File: src/rtl/acalu_pkg.sv
// Shared definitions for the ALU arbiter: op codes, FSM states, default widths.
// Build option: ACALU_ARB_RR_EN selects round-robin arbitration (else fixed priority).
package acalu_pkg;

    localparam int ALU_W_DEF = 4;
    localparam int OP_W_DEF  = 3;

    localparam logic [2:0] OP_ADD = 3'd0;
    localparam logic [2:0] OP_SUB = 3'd1;
    localparam logic [2:0] OP_NOT = 3'd2;
    localparam logic [2:0] OP_AND = 3'd3;
    localparam logic [2:0] OP_OR  = 3'd4;
    localparam logic [2:0] OP_XOR = 3'd5;
    localparam logic [2:0] OP_SLT = 3'd6;
    localparam logic [2:0] OP_EQ  = 3'd7;

    typedef enum logic [1:0] {
        ST_IDLE = 2'd0,
        ST_EXEC = 2'd1,
        ST_RESP = 2'd2
    } state_t;

endpackage

File: src/rtl/acalu_arb_grant.sv
// 2-way one-hot grant; combinational from req, zero latency, no backpressure of its own.
// ACALU_ARB_RR_EN: round-robin on a last-granted pointer; otherwise requester 0 has priority.
module acalu_arb_grant (
    input  logic       clk,
    input  logic       rst_n,
    input  logic [1:0] req,
    input  logic       acc,
    output logic [1:0] gnt
);

`ifdef ACALU_ARB_RR_EN
    logic last;

    // last names the requester granted most recently; reset favours requester 0 first
    always_ff @(posedge clk or negedge rst_n) begin
        if (!rst_n)
            last <= 1'b1;
        else if (acc)
            last <= gnt[1];
    end

    always_comb begin
        gnt = req;
        if (req == 2'b11)
            gnt = last ? 2'b01 : 2'b10;
    end
`else
    logic unused_in;
    assign unused_in = clk ^ rst_n ^ acc;

    always_comb begin
        gnt = req;
        if (req[0])
            gnt = 2'b01;
    end
`endif

endmodule

File: src/rtl/acalu_arb.sv
// Arbitrates two requesters onto one external 4-bit ALU; accept->rsp_valid 2 cycles, one op per 3 cycles max.
// Holds the response until rsp_ready; no new accepts until it drains. ACALU_ARB_RR_EN selects round-robin.
module acalu_arb
    import acalu_pkg::*;
#(
    parameter int ALU_W = ALU_W_DEF,
    parameter int OP_W  = OP_W_DEF
) (
    input  logic             clk,
    input  logic             rst_n,
    input  logic [1:0]       req_valid,
    output logic [1:0]       req_ready,
    input  logic [ALU_W-1:0] req0_x0,
    input  logic [ALU_W-1:0] req0_x1,
    input  logic [OP_W-1:0]  req0_op,
    input  logic [ALU_W-1:0] req1_x0,
    input  logic [ALU_W-1:0] req1_x1,
    input  logic [OP_W-1:0]  req1_op,
    output logic [ALU_W-1:0] alu_x0,
    output logic [ALU_W-1:0] alu_x1,
    output logic [OP_W-1:0]  alu_ctr,
    input  logic [ALU_W-1:0] alu_result,
    input  logic             alu_flg,
    output logic             rsp_valid,
    input  logic             rsp_ready,
    output logic             rsp_id,
    output logic [ALU_W-1:0] rsp_result,
    output logic             rsp_flg
);

    state_t           state, nxt;
    logic [1:0]       gnt;
    logic             acc;
    logic [ALU_W-1:0] x0_q, x1_q;
    logic [OP_W-1:0]  ctr_q;
    logic             id_q;

    acalu_arb_grant u_grant (
        .clk   (clk),
        .rst_n (rst_n),
        .req   (req_valid),
        .acc   (acc),
        .gnt   (gnt)
    );

    // Gated by rst_n so ready reads zero while reset is held, even with valid asserted
    assign req_ready = (state == ST_IDLE && rst_n) ? gnt : 2'b00;
    assign acc       = |req_ready;

    always_ff @(posedge clk or negedge rst_n) begin
        if (!rst_n)
            state <= ST_IDLE;
        else
            state <= nxt;
    end

    always_comb begin
        nxt = state;
        case (state)
            ST_IDLE: if (acc)       nxt = ST_EXEC;
            ST_EXEC:                nxt = ST_RESP;
            ST_RESP: if (rsp_ready) nxt = ST_IDLE;
            default:                nxt = ST_IDLE;
        endcase
    end

    always_ff @(posedge clk or negedge rst_n) begin
        if (!rst_n) begin
            x0_q  <= '0;
            x1_q  <= '0;
            ctr_q <= '0;
            id_q  <= 1'b0;
        end else if (acc) begin
            x0_q  <= gnt[1] ? req1_x0 : req0_x0;
            x1_q  <= gnt[1] ? req1_x1 : req0_x1;
            ctr_q <= gnt[1] ? req1_op : req0_op;
            id_q  <= gnt[1];
        end
    end

    always_ff @(posedge clk or negedge rst_n) begin
        if (!rst_n) begin
            rsp_result <= '0;
            rsp_flg    <= 1'b0;
            rsp_id     <= 1'b0;
        end else if (state == ST_EXEC) begin
            rsp_result <= alu_result;
            rsp_flg    <= alu_flg;
            rsp_id     <= id_q;
        end
    end

    assign alu_x0    = x0_q;
    assign alu_x1    = x1_q;
    assign alu_ctr   = ctr_q;
    assign rsp_valid = (state == ST_RESP);

endmodule

File: config.mk
export PLATFORM = sky130hd
export DESIGN_NAME = acalu_arb
export DESIGN_NICKNAME = d
export VERILOG_FILES = /design/src/rtl/acalu_pkg.sv /design/src/rtl/acalu_arb_grant.sv /design/src/rtl/acalu_arb.sv
export SDC_FILE = /design/constraint.sdc
export NUM_CORES = 1
export LEC_CHECK = 0
export CORE_UTILIZATION = 30
export CTS_BUF_LIST = sky130_fd_sc_hd__clkbuf_4 sky130_fd_sc_hd__clkbuf_8
export CTS_CLUSTER_SIZE = 16
export DETAILED_ROUTE_END_ITERATION = 8
export SETUP_SLACK_MARGIN = 0.05
export SYNTH_ARGS = -nofsm -noshare
export SYNTH_HDL_FRONTEND = slang
export SYNTH_SLANG_ARGS = --single-unit
File: constraint.sdc
create_clock -name clk -period 1.8 [get_ports clk]
set_input_delay 0.45 -clock clk [delete_from_list [all_inputs] [get_ports clk]]
set_output_delay 0.45 -clock clk [all_outputs]
set_load 0.01 [all_outputs]
==> results.cfg, run 1 <==
[timing]
clock.fmax_mhz = 597.2
hold_viol = 0
fin_worst_skew_ps = 0.7536
setup_ws_ps = 125.4
drv_slew = 0
fin_crit_sh = 0.9303
min_period_ps = 1675
worstMarginPinSlew_ps = 323.5
slew_headroom = 0.7843
grt_setup_unrepaired = yes
setup-violations-final = 0

[clock_tree]
cts_buffers = 3
cts_tree = yes
cts.sinks = 20
clockRootBuffer = clkbuf_4
clock_path_buffers = 2
path_clk_slew_ps = 110
clk_latency_ps = 290
postCtsHoldBufs = 0
htreeDepth = 1

[setup_path]
rr_startpoint = state[1]
worstSetupStartpointType = register
cp-end-kind = output port
regToRegEndpoint = alu_x0[0]
critPathMaxFanout = 3
critPathRequiredTime_ps = 1350
worstSetupPathType = register to output port
r2r_setup_slack_ps = 190
reg2reg_depth = 6
critical_path_arrival_ps = 1220

[placement]
dp_cells = 160
gp_congestion = 0.6985
hpwl_mm = 1.595
dpl_cell_area_sq_um = 1587
port_buffers = 51
dp_slack_ps = -522.8

[synthesis]
muxShareOfSynthArea = 0.3815
syn_nets = 94
synthAdderAreaFrac = 0
yosysUniqueCellTypes = 15
syn_area_sq_um = 1003
synth_top_family_by_area = multiplexers
postSynthAreaPerCell_sq_um = 16.18
synth_compound_area_frac = 0.01870
yosys_warnings = 0
seq_area_frac_synth = 0.4988
synth-simple-area-share = 0.05736
ys_ff_latch = 20
synth_xor_area_frac = 0
synthCells = 62

[power]
p_leak_nw = 0.7287
power_density_nw_per_um2 = 1182
finalPower_mw = 1.943
max-vdd-ir-drop_uv = 437.0

[drt]
first_iter_violations = 6
met3_length_microns = 115
wl_met2_mm = 1.071
ant_nets = 0
met1_length_microns = 793
top_layer_used = met4
drt-pass1-iter-count = 2
via_count = 704
wl_per_cell_microns = 12.08
drc = 0
routed_wl_mm = 2.005
avgViaCountPerCell = 4.241

[grt]
overflow = 0
grt_pass1_vias = 744
grt_start_max_net_pins = 21
antenna_found_initial = 0
grt_pass1_wl_mm = 3.160
grtUsageTotal = 0.1200

[layout]
layout_common_cells = 45 x clkdlybuf4s50_1, 20 x dfrtp_1, 18 x mux2_4
post-route-util = 0.5298
fillerInstances = 309
multi_input_area_sq_um = 467.9
final_common_cell = clkdlybuf4s50_1
diodes = 0
area_delta_synth_final_pct = 63.84
ff_latch_area_sq_um = 500.5
drive_gt1_frac = 0.3852
fin_area_sq_um = 1644
final_cells = 166
final_nets = 155

[floorplan]
initial_core_util = 0.3234
die_h_microns = 59.84
dieArea_sq_um = 3580
row_count = 20
io-pin-count = 52
coreArea_sq_um = 3103
fp.dieW_microns = 59.84

[run]
maxCapViolCount = 0

[status]
status = finished clean

[min_path]
holdCritPathClass = input pin to asynchronous set/reset pin
-- routing by layer --
layer / vias to the layer above / GRT usage
li1: 337 / -
met2: 27 / 0.2238
met3: 2 / 0.01948
met5: - / 0
met1: 338 / 0.1290
met4: 0 / 0.05980
-- stage by stage --
stage / hold WS, ps / TNS (ps)
floorplan: 154.4 / 0
global placement: 489.3 / -3614
detailed placement: 493.1 / -3739
CTS: 267.1 / 0
global route: 274.6 / 0
finish: 272.7 / 0
-- state kept, by name, indices dropped and copies added, names as in the netlist --
name / count
rsp_id: 1
rsp_flg: 1
alu_ctr: 3
id_q: 1
alu_x1: 4
alu_x0: 4
rsp_result: 4
state: 2
-- synthesized netlist by cell type --
cell type,instances,area (sq um)
a21oi_1,1,5.000
and2_2,2,15.01
buf_12,1,20.02
buf_2,1,5.000
buf_8,1,15.01
dfrtp_1,20,500.5
inv_1,1,3.750
mux2_2,10,112.6
mux2_4,18,270.3
nand2b_1,2,12.51
nor2_1,1,3.750
nor2b_4,1,13.76
nor3b_2,1,12.51
o21a_2,1,8.760
o21ai_0,1,5.000
-- cells by family after synthesis --
family                 after synthesis
multiplexers                        28
AND/OR/NAND/NOR                      7
buffers and inverters                4
AO/OA/AOI/OAI                        3
flip-flops                          20
-- repair_timing --
item                       4_1_cts  5_1_grt
resized for setup               16        1
setup endpoints to repair        4        1
cloned                           0        0
pin swaps                        3        2
setup buffers                    2        1
-- worst max-delay path, cell delays in order, from the launching register on --
cell and delay [ps]:
dfrtp_1 430, nor3b_4 230, and2_4 180, buf_6 90
-- worst max path at each step --
| stage | to | slack, ps | start | cells past startpoint |
|---|---|---|---|---|
| after global routing | req_ready[0] | 50 | state[1] | 3 |
| after global placement | req_ready[0] | -510 | rst_n | 4 |
| after detailed placement | req_ready[0] | -520 | rst_n | 4 |
| after floorplan | alu_ctr[1] | 380 | req_valid[1] | 4 |
| after CTS | req_ready[0] | 80 | state[0] | 3 |
| final | req_ready[0] | 130 | state[1] | 3 |
-- power by group --
group	internal (mW)	switching (mW)	total (mW)	leakage [nW]
logic	0.645	0.291	0.936	0.471
clock network	0.123	0.130	0.253	0.0210
registers	0.643	0.110	0.754	0.236
-- area by class of cell --
type                            instances  area share
Inverter                                1    0.002283
Timing Repair Buffer                   59      0.3531
Multi-Input combinational cell         38      0.2846
Clock buffer                            4     0.02207
Sequential cell                        20      0.3044
Tap cell                               44     0.03349
(Power assumes the default switching activity.)
==> run 2: changes to the inputs <==
- clock period: 1.8 -> 2.15 ns (I/O delays scaled with it)
==> run 2 against run 1 <==
Effect of this change: core utilization fell by 0.16 points; highest routed layer unchanged; wire length down 0.85%; clock power is 15% lower; cell count down 1.2%.
==> results.cfg, run 2 (synthesized netlist as in run 1, its figures left out) <==
[status]
status = finished clean

[grt]
grt_pass1_wl_mm = 3.111
overflow = 0
busiest_layer = met2
grt_pass1_vias = 730
met1_usage = 0.1356
met2_usage = 0.2079
grt_start_max_net_pins = 21
grtUsageMet3 = 0.01732
antenna_found_initial = 0
grtUsageTotal = 0.1172

[placement]
gp_congestion = 0.6993
port_buffers = 51
dpl_cell_area_sq_um = 1587

[timing]
fin_worst_skew_ps = 5.509
worstMarginPinSlew_ps = 325.5
min_period_ps = 2047
slew_headroom = 0.7830
clock.fmax_mhz = 488.5
grt_setup_unrepaired = no
setup_tns_ps = 0
drv_slew = 0
setup-violations-final = 0
fin_crit_sh = 0.9522
hold_viol = 0

[drt]
ant_nets = 0
wl_per_cell_microns = 12.12
via_count = 709
avgViaCountPerCell = 4.323
first_iter_violations = 16
routed_wl_mm = 1.988
drc = 0
drt-pass1-iter-count = 2

[setup_path]
critical_path_arrival_ps = 1510
cp.depth = 4
crit_end = req_ready[1]
path_buf_inv = 2
regToRegEndpoint = alu_ctr[2]
r2r_setup_slack_ps = 610
critPathMaxStageDelay_ps = 480
critPathRequiredTime_ps = 1610
critical-path-top-delay-family = buffers and inverters
cp-end-kind = output port
critPathMaxFanout = 2
slowest_stage = clkdlybuf4s50_1
crit_start = req_valid[1]
crit_chain = clkdlybuf4s50_1 > nor2b_4 > and2_4 > clkdlybuf4s15_2
worstSetupPathType = input pin to output port
worstSetupStartpointType = input pin
rr_startpoint = state[1]
reg2reg_depth = 5

[run]
maxCapViolCount = 0

[floorplan]
dieArea_sq_um = 3580
io-pin-count = 52
initial_core_util = 0.3234
die_h_microns = 59.84
coreArea_sq_um = 3103
row_count = 20
fp.dieW_microns = 59.84

[clock_tree]
cts.sinks = 20
cts_tree = yes
clockRootBuffer = clkbuf_4
path_clk_slew_ps = 110
clock_path_buffers = 2
clk_latency_ps = 290
cts_buffers = 3
htreeDepth = 1

[layout]
final_common_cell = clkdlybuf4s50_1
area_delta_synth_final_pct = 63.34
diodes = 0
final_nets = 153
layout_common_cells = 47 x clkdlybuf4s50_1, 20 x dfrtp_1, 18 x mux2_4
drive_gt1_frac = 0.3750
fin_area_sq_um = 1639

[power]
power.internal_mw = 1.178
share_comb_of_total_power = 0.480
p_leak_nw = 0.7247
p_clk_frac = 0.132
max-vdd-ir-drop_uv = 349.4
p_sw_uw = 444.5
swShare = 0.2739
seq_power_share = 0.388
power_density_nw_per_um2 = 990.1

[min_path]
holdCritPathClass = input pin to asynchronous set/reset pin
-- run 2: cell types whose count changed in the layout (fill, tap and decap cells not counted), sizes merged --
cell / delta
clkdlybuf4s15: +2
clkdlybuf4s50: +2
dlygate4sd2: -4
dlymetal6s2s: +2
buf: -4
-- run 2: metrics by stage --
step	hold slack, ps	util	setup slack, ps	power (mW)	cells
final	232.1	0.5282	102.8	1.623	164
after detailed placement	494.9	0.5113	-316.1	1.423	160
after global routing	243.6	0.5282	56.51	1.722	164
after CTS	521.5	0.5258	-13.36	1.646	164
after global placement	489.0	0.5113	-335.5	1.407	160
after floorplan	241.9	-	600.8	0.9851	62
-- run 2: how the worst min path moves through the flow --
stage	from	to	slack [ps]	cells past startpoint
3_3_place_gp	rsp_result[2]	rsp_result[2]	490	1
2_1_floorplan	rst_n	alu_ctr[0]	240	0
4_1_cts	id_q	id_q	520	2
3_5_place_dp	alu_ctr[2]	alu_ctr[2]	490	1
5_1_grt	rst_n	state[1]	240	2
6_report	rst_n	rsp_result[1]	230	2
-- run 2: timing repair --
item,4_1_cts,5_1_grt
resized for setup,7,4
hold buffers,0,0
endpoints found under the setup margin,2,2
setup buffers,0,0
cloned,0,0
-- run 2: cell type report --
class / count / area [sq um]
Tap cell: 44 / 55.05
Sequential cell: 20 / 500.5
Fill cell: 306 / 1464
Inverter: 1 / 3.754
Timing Repair Buffer: 57 / 575.6
Multi-Input combinational cell: 38 / 467.9
Clock buffer: 4 / 36.28
-- run 2: power groups by stage --
stage / combinational, mW / clock, mW / sequential [mW]
final: 0.779 / 0.215 / 0.629
after floorplan: 0.287 / 0 / 0.698
after CTS: 0.791 / 0.223 / 0.632
after global placement: 0.778 / 0 / 0.629
after global routing: 0.835 / 0.236 / 0.651
after detailed placement: 0.788 / 0 / 0.635
-- run 2: layer usage --
layer	share of wire	wire [microns]	vias up
li1	-	-	332
met1	0.40	794	348
met2	0.53	1055	27
met3	0.056	112	2
met4	0.013	25	0
met5	0	0	-
==> run 3: changes to the inputs <==
- GPL_ROUTABILITY_DRIVEN: default -> 0
==> results of run 3 <==
The final DEF is identical to that of run 2; final timing and power are the same.
